==> src/rtl/rx_pll_phase_sequencer_if.sv <==
// Phase-request handshake into the RX user-clock PLL phase sequencer.
interface rx_pll_phase_sequencer_if;
  logic       req_valid;
  logic       req_ready;
  logic [4:0] req_phase0;
  logic [5:0] req_phase1;
  logic       req_inv_usrclk;
  logic       req_inv_usrclk2;

  modport master (
    output req_valid, req_phase0, req_phase1, req_inv_usrclk, req_inv_usrclk2,
    input  req_ready
  );

  modport slave (
    input  req_valid, req_phase0, req_phase1, req_inv_usrclk, req_inv_usrclk2,
    output req_ready
  );
endinterface

==> src/rtl/rx_pll_phase_sequencer.sv <==
// Reprograms CLKOUT0/CLKOUT1 phase of the RX user-clock PLL over DRP:
// hold PLL in reset, write four ClkReg words, release, wait for the helper active flag.
module rx_pll_phase_sequencer #(
  parameter logic [6:0]  CO0_REG1_ADDR = 7'h08,
  parameter logic [6:0]  CO0_REG2_ADDR = 7'h09,
  parameter logic [6:0]  CO1_REG1_ADDR = 7'h0A,
  parameter logic [6:0]  CO1_REG2_ADDR = 7'h0B,
  parameter int unsigned CO0_HALF      = 2,
  parameter int unsigned CO1_HALF      = 4,
  parameter int unsigned DRP_TIMEOUT   = 64,
  parameter int unsigned LOCK_TIMEOUT  = 65535,
  parameter int unsigned RST_HOLD      = 16
) (
  input  logic                             drpclk,
  input  logic                             rst_n,
  rx_pll_phase_sequencer_if.slave          req,
  output logic                             drpen,
  output logic                             drpwe,
  output logic [6:0]                       drpaddr,
  output logic [15:0]                      drpdi,
  input  logic                             drprdy,
  output logic                             pll_rst,
  input  logic                             rx_active_in,
  output logic                             inv_rxusrclk,
  output logic                             inv_rxusrclk2,
  output logic                             busy,
  output logic                             done,
  output logic                             err_drp,
  output logic                             err_lock
);

  localparam int unsigned HOLD_W = $clog2(RST_HOLD + 1);
  localparam int unsigned DRP_W  = $clog2(DRP_TIMEOUT + 1);
  localparam int unsigned LOCK_W = $clog2(LOCK_TIMEOUT + 1);

  typedef enum logic [2:0] {
    S_HOLD, S_WR, S_WAIT_RDY, S_RELEASE, S_WAIT_LOCK, S_IDLE
  } state_t;

  state_t              r_state, w_next;
  logic [1:0]          r_idx;
  logic [4:0]          r_phase0;
  logic [5:0]          r_phase1;
  logic                r_inv0, r_inv1;
  logic                r_pll_rst, r_inv_out0, r_inv_out1;
  logic                r_err_drp, r_err_lock;
  logic [HOLD_W-1:0]   r_hold_cnt;
  logic [DRP_W-1:0]    r_drp_cnt;
  logic [LOCK_W-1:0]   r_lock_cnt;
  (* ASYNC_REG = "TRUE" *) logic r_act_meta;
  (* ASYNC_REG = "TRUE" *) logic r_act_sync;

  logic                w_accept, w_drp_to, w_lock_to;
  logic [15:0]         w_co0_reg1, w_co0_reg2, w_co1_reg1, w_co1_reg2;

  assign w_co0_reg1 = {r_phase0[2:0], 1'b0, 6'(CO0_HALF), 6'(CO0_HALF)};
  assign w_co0_reg2 = {8'h00, 2'b00, 4'b0000, r_phase0[4:3]};
  assign w_co1_reg1 = {r_phase1[2:0], 1'b0, 6'(CO1_HALF), 6'(CO1_HALF)};
  assign w_co1_reg2 = {8'h00, 2'b00, 3'b000, r_phase1[5:3]};

  assign w_accept  = (r_state == S_IDLE) && req.req_valid;
  assign w_drp_to  = (r_state == S_WAIT_RDY) && !drprdy &&
                     (r_drp_cnt == DRP_W'(DRP_TIMEOUT - 1));
  assign w_lock_to = (r_state == S_WAIT_LOCK) && !r_act_sync &&
                     (r_lock_cnt == LOCK_W'(LOCK_TIMEOUT - 1));

  always_ff @(posedge drpclk or negedge rst_n) begin
    if (!rst_n) r_state <= S_HOLD;
    else        r_state <= w_next;
  end

  always_comb begin
    w_next = r_state;
    case (r_state)
      S_HOLD:      if (r_hold_cnt == HOLD_W'(RST_HOLD - 1)) w_next = S_WR;
      S_WR:        w_next = S_WAIT_RDY;
      S_WAIT_RDY:  if (drprdy)        w_next = (r_idx == 2'd3) ? S_RELEASE : S_WR;
                   else if (w_drp_to) w_next = S_IDLE;
      S_RELEASE:   w_next = S_WAIT_LOCK;
      S_WAIT_LOCK: if (r_act_sync || w_lock_to) w_next = S_IDLE;
      S_IDLE:      if (req.req_valid) w_next = S_HOLD;
      default:     w_next = S_HOLD;
    endcase
  end

  always_comb begin
    drpen   = (r_state == S_WR);
    drpwe   = drpen;
    drpaddr = '0;
    drpdi   = '0;
    // Address/data held from the write pulse until drprdy retires it.
    if (r_state == S_WR || r_state == S_WAIT_RDY) begin
      case (r_idx)
        2'd0:    begin drpaddr = CO0_REG1_ADDR; drpdi = w_co0_reg1; end
        2'd1:    begin drpaddr = CO0_REG2_ADDR; drpdi = w_co0_reg2; end
        2'd2:    begin drpaddr = CO1_REG1_ADDR; drpdi = w_co1_reg1; end
        default: begin drpaddr = CO1_REG2_ADDR; drpdi = w_co1_reg2; end
      endcase
    end
    busy          = (r_state != S_IDLE);
    req.req_ready = (r_state == S_IDLE);
    done          = (r_state == S_WAIT_LOCK) && r_act_sync;
  end

  always_ff @(posedge drpclk or negedge rst_n) begin
    if (!rst_n) begin
      r_act_meta <= 1'b0;
      r_act_sync <= 1'b0;
      r_idx      <= '0;
      r_phase0   <= '0;
      r_phase1   <= '0;
      r_inv0     <= 1'b0;
      r_inv1     <= 1'b0;
      r_pll_rst  <= 1'b1;
      r_inv_out0 <= 1'b0;
      r_inv_out1 <= 1'b0;
      r_err_drp  <= 1'b0;
      r_err_lock <= 1'b0;
      r_hold_cnt <= '0;
      r_drp_cnt  <= '0;
      r_lock_cnt <= '0;
    end else begin
      r_act_meta <= rx_active_in;
      r_act_sync <= r_act_meta;

      if (w_accept) begin
        r_phase0   <= req.req_phase0;
        r_phase1   <= req.req_phase1;
        r_inv0     <= req.req_inv_usrclk;
        r_inv1     <= req.req_inv_usrclk2;
        r_err_drp  <= 1'b0;
        r_err_lock <= 1'b0;
      end else begin
        if (w_drp_to)  r_err_drp  <= 1'b1;
        if (w_lock_to) r_err_lock <= 1'b1;
      end

      if (w_next == S_HOLD)    r_pll_rst <= 1'b1;
      if (w_next == S_RELEASE) begin
        r_pll_rst  <= 1'b0;
        r_inv_out0 <= r_inv0;
        r_inv_out1 <= r_inv1;
      end

      if (r_state == S_HOLD && w_next == S_WR)            r_idx <= '0;
      else if (r_state == S_WAIT_RDY && w_next == S_WR)   r_idx <= r_idx + 2'd1;

      // Each counter clears on entry; drp/lock timers start at the write pulse / reset release.
      if (w_next == S_HOLD && r_state != S_HOLD)        r_hold_cnt <= '0;
      else if (r_state == S_HOLD && r_hold_cnt != HOLD_W'(RST_HOLD))
        r_hold_cnt <= r_hold_cnt + 1'b1;

      if (w_next == S_WR && r_state != S_WR)            r_drp_cnt <= '0;
      else if ((r_state == S_WR || r_state == S_WAIT_RDY) && r_drp_cnt != DRP_W'(DRP_TIMEOUT))
        r_drp_cnt <= r_drp_cnt + 1'b1;

      if (w_next == S_RELEASE)                          r_lock_cnt <= '0;
      else if ((r_state == S_RELEASE || r_state == S_WAIT_LOCK) &&
               r_lock_cnt != LOCK_W'(LOCK_TIMEOUT))
        r_lock_cnt <= r_lock_cnt + 1'b1;
    end
  end

  assign pll_rst       = r_pll_rst;
  assign inv_rxusrclk  = r_inv_out0;
  assign inv_rxusrclk2 = r_inv_out1;
  assign err_drp       = r_err_drp;
  assign err_lock      = r_err_lock;

endmodule

==> src/flat_wrapper.sv <==
// flat-port wrapper written by rule: the top's interface ports become plain ports
module rx_pll_phase_sequencer_flat 
#(
  parameter logic [6:0]  CO0_REG1_ADDR = 7'h08,
  parameter logic [6:0]  CO0_REG2_ADDR = 7'h09,
  parameter logic [6:0]  CO1_REG1_ADDR = 7'h0A,
  parameter logic [6:0]  CO1_REG2_ADDR = 7'h0B,
  parameter int unsigned CO0_HALF      = 2,
  parameter int unsigned CO1_HALF      = 4,
  parameter int unsigned DRP_TIMEOUT   = 64,
  parameter int unsigned LOCK_TIMEOUT  = 65535,
  parameter int unsigned RST_HOLD      = 16
)
  (drpclk, rst_n, drpen, drpwe, drpaddr, drpdi, drprdy, pll_rst, rx_active_in, inv_rxusrclk, inv_rxusrclk2, busy, done, err_drp, err_lock, req_req_valid, req_req_phase0, req_req_phase1, req_req_inv_usrclk, req_req_inv_usrclk2, req_req_ready);
  rx_pll_phase_sequencer_if req_i ();
  input  logic drpclk;
  input  logic rst_n;
  output logic drpen;
  output logic drpwe;
  output logic [6:0] drpaddr;
  output logic [15:0] drpdi;
  input  logic drprdy;
  output logic pll_rst;
  input  logic rx_active_in;
  output logic inv_rxusrclk;
  output logic inv_rxusrclk2;
  output logic busy;
  output logic done;
  output logic err_drp;
  output logic err_lock;
  input wire logic [$bits(req_i.req_valid)-1:0] req_req_valid;
  input wire logic [$bits(req_i.req_phase0)-1:0] req_req_phase0;
  input wire logic [$bits(req_i.req_phase1)-1:0] req_req_phase1;
  input wire logic [$bits(req_i.req_inv_usrclk)-1:0] req_req_inv_usrclk;
  input wire logic [$bits(req_i.req_inv_usrclk2)-1:0] req_req_inv_usrclk2;
  output wire logic [$bits(req_i.req_ready)-1:0] req_req_ready;
  assign req_i.req_valid = req_req_valid;
  assign req_i.req_phase0 = req_req_phase0;
  assign req_i.req_phase1 = req_req_phase1;
  assign req_i.req_inv_usrclk = req_req_inv_usrclk;
  assign req_i.req_inv_usrclk2 = req_req_inv_usrclk2;
  assign req_req_ready = req_i.req_ready;
  rx_pll_phase_sequencer #(.CO0_REG1_ADDR(CO0_REG1_ADDR), .CO0_REG2_ADDR(CO0_REG2_ADDR), .CO1_REG1_ADDR(CO1_REG1_ADDR), .CO1_REG2_ADDR(CO1_REG2_ADDR), .CO0_HALF(CO0_HALF), .CO1_HALF(CO1_HALF), .DRP_TIMEOUT(DRP_TIMEOUT), .LOCK_TIMEOUT(LOCK_TIMEOUT), .RST_HOLD(RST_HOLD)) u_core (.drpclk(drpclk), .rst_n(rst_n), .req(req_i), .drpen(drpen), .drpwe(drpwe), .drpaddr(drpaddr), .drpdi(drpdi), .drprdy(drprdy), .pll_rst(pll_rst), .rx_active_in(rx_active_in), .inv_rxusrclk(inv_rxusrclk), .inv_rxusrclk2(inv_rxusrclk2), .busy(busy), .done(done), .err_drp(err_drp), .err_lock(err_lock));
endmodule
==> config.mk <==
export PLATFORM = sky130hd
export DESIGN_NAME = rx_pll_phase_sequencer_flat
export DESIGN_NICKNAME = d
export VERILOG_FILES = /design/src/rtl/rx_pll_phase_sequencer_if.sv /design/src/rtl/rx_pll_phase_sequencer.sv /design/src/flat_wrapper.sv
export SDC_FILE = /design/constraint.sdc
export NUM_CORES = 1
export LEC_CHECK = 0
export CAP_MARGIN = 10
export CORE_UTILIZATION = 50
export DETAILED_ROUTE_END_ITERATION = 7
export HOLD_SLACK_MARGIN = 0.1
export PLACE_DENSITY = 0.76
export SYNTH_ARGS = -nofsm -noshare
export SYNTH_HDL_FRONTEND = slang
export SYNTH_SLANG_ARGS = --single-unit
==> constraint.sdc <==
create_clock -name drpclk -period 4.1 [get_ports drpclk]
set_input_delay 0.82 -clock drpclk [delete_from_list [all_inputs] [get_ports drpclk]]
set_output_delay 0.82 -clock drpclk [all_outputs]
set_load 0.02 [all_outputs]
==> run summary <==
Worst-path cell chain: xnor2_1 > or2_2 > inv_1 > and2_1 > clkdlybuf4s50_1
Clock skew: 0.0125 ns
Syn_area_per_cell: 9.88 um^2
Wire length of the first global-routing pass: 9600 um
# diodes: 0
Die Width: 77.9 um
Die H: 77.9 um
Placer congestion estimate: 0.825
Area after DPL: 3260 um^2
Outcome: complete, no violations
DR WL/cell: 13.7 um
Initial antenna violation count: 0
Worst endpoint required time: 3.28 ns
F_max: 0.317 GHz
Final WL: 5480 um
CP peak stage delay: 0.60 ns
Cell area after synthesis: 2880 um^2
Most frequent cells in the layout: dfrtp_1, nor2_1, clkdlybuf4s50_1
Post-synth cell types: 50
Fin. Hold Viols: 0
Peak VDD IR: 0.321 mV
Setup_tns: 0 ns
Total gr overflow: 0
Nets: 357
Area of the core: 5540 um^2
Fin cells: 400
Post-layout instance area: 3350 um^2
Area Growth Syn to Fin: 16.1%
Critical path peak fanout: 12
Top FF cell, synth: dfrtp_1
Reg clk slew, reported paths: 0.10 ns
Post-route minimum period: 3.15 ns
CTS tree: built
Gates resized, CTS repair: 0
Vias in the first global route: 2088
Commonest non-fill, non-tap cell in the layout: dfrtp_1
GRT Util Overall: 0.200
H-tree depth: 2
CTS Buf Count: 5
Cell count after synthesis: 292
Slowest CP cell: clkdlybuf4s50_1
Hold-fix buffers, CTS: 0
Post-CTS setup repair buffer count: 0
Critical Path End Type: output port
Crit share post-route: 0.769
Unrepaired setup endpoints after global routing: false
Site row count: 27
CTS root buf: clkbuf_8
Final Setup Violations: 0
Critical path class: reg2out
Number of synthesized flops with an enable pin: 0
Pin count of the biggest net entering global routing: 30
DIE AREA: 6080 um^2
Maximum Capacitance Violations: 0
Initial core utilization: 0.521
Via count of the routed design: 2136
WP buf/inv: 2
Worst Path Arrival: 2.33 ns
IO Port Bufs: 38
Slew HR: 0.551
Ports: 51
Detailed placer's ending HPWL: 3860 um
Final ANT Viol Nets: 0
Delay-heaviest family, CP: buffers and inverters
Worst-Skew Late Latency: 0.31 ns
Vias/cell: 5.34
Seq/Total Area, Yosys: 0.460
Power Density: 605 nW/um^2
DRC: 0
Startpoint Class: flip-flop
DRT Pass-1 Iters: 4
Final Slew Violations: 0
Yosys reg bits: 53
Hold Path Class: reg2reg
Leakage power: 0.00147 uW
Synth async-reset ratio: 1.00
Worst slew pin tran: 0.674 ns
Clock buffer depth: 2
CTS Sinks: 53
Synth Warn #: 0
Fraction of layout cells with a size suffix above 1: 0.0976
Cell Count Post-Placement: 392
Drt first-iter violations: 99
-- metrics by stage --
| stage | power [uW] | hold WS [ns] | utilization | setup slack, ns |
|---|---|---|---|---|
| finish | 2030 | 0.375 | 0.605 | 0.948 |
| detailed placement | 1740 | 0.339 | 0.589 | 1.31 |
| global route | 2190 | 0.385 | 0.605 | 0.801 |
| floorplan | 1500 | 0.331 | - | 1.63 |
| global placement | 1710 | 0.335 | 0.589 | 1.37 |
| CTS | 2040 | 0.377 | 0.605 | 0.949 |
-- sequential cells by signal, summed over array words and instances, names as in the netlist, 2 cells and up --
| register | cells |
|---|---|
| u_core.r_phase1 | 6 |
| u_core.r_state | 3 |
| u_core.r_drp_cnt | 7 |
| u_core.r_idx | 2 |
| u_core.r_phase0 | 5 |
| u_core.r_lock_cnt | 16 |
| u_core.r_hold_cnt | 5 |
-- power by group --
part / leakage [uW] / internal (uW) / switching [uW] / total [uW]
clock network: 0.0000374 / 121 / 176 / 297
logic: 0.000788 / 382 / 458 / 840
registers: 0.000643 / 703 / 188 / 891
total: 0.00147 / 1210 / 823 / 2030
-- synthesized netlist by cell type, types with 4 or more instances --
cell | instances | area [um^2]
buf_2 | 4 | 20.0
ha_1 | 12 | 150
mux2i_1 | 5 | 50.1
nor3_1 | 7 | 35.0
dfrtp_1 | 52 | 1300
buf_4 | 13 | 97.6
inv_1 | 14 | 52.6
xor2_1 | 15 | 131
and3_1 | 4 | 25.0
xnor2_1 | 5 | 43.8
nor2_1 | 42 | 158
o21ai_0 | 5 | 25.0
nand3_1 | 6 | 30.0
o211ai_1 | 4 | 30.0
mux2_2 | 13 | 146
clkbuf_1 | 4 | 15.0
a21oi_1 | 13 | 65.1
nand2_1 | 21 | 78.8
nand4_1 | 8 | 50.1
-- metal layers --
layer | vias to the layer above | GRT usage | share of wire
li1 | 1048 | - | -
met1 | 1037 | 0.262 | 0.47
met2 | 46 | 0.335 | 0.48
met3 | 5 | 0.0412 | 0.037
met4 | 0 | 0.0593 | 0.011
met5 | - | 0 | 0
-- worst paths after layout --
path                       slack, ns  cells after the start                         from                          end
hold / removal                  0.38                      0  u_core.r_act_meta$_DFF_PN0_  u_core.r_act_sync$_DFF_PN0_
hold reg to reg                 0.38                      0  u_core.r_act_meta$_DFF_PN0_  u_core.r_act_sync$_DFF_PN0_
setup / recovery                0.95                      5  u_core.r_state[0]$_DFF_PN0_                     drpdi[8]
max in group asynchronous       2.73                      2                        rst_n   u_core.pll_rst$_DFFE_PN1P_
setup reg to reg                1.83                      4  u_core.r_state[2]$_DFF_PN0_  u_core.r_idx[1]$_DFFE_PN0P_
min in group asynchronous       0.53                      1                        rst_n  u_core.r_state[2]$_DFF_PN0_
-- cells by family after synthesis --
logic type	count (synthesis)	share of synthesized area
mux	18	0.0681
flops	53	0.460
other cells	1	0.00130
buf+inv	36	0.0655
simple gates	111	0.195
compound gates	41	0.0968
xor+xnor	20	0.0607
fa+ha+maj	12	0.0521
-- layout make-up --
| type | instances | area, um^2 |
|---|---|---|
| fill | 481 | 2190 |
| multi-input combinational | 214 | 1410 |
| sequential | 53 | 1330 |
| timing repair buffer | 39 | 383 |
| tap | 72 | 90.1 |
| clock buffer | 6 | 72.6 |
| inverter | 14 | 52.6 |
| clock inverter | 2 | 15.0 |
(Power assumes the default switching activity.)
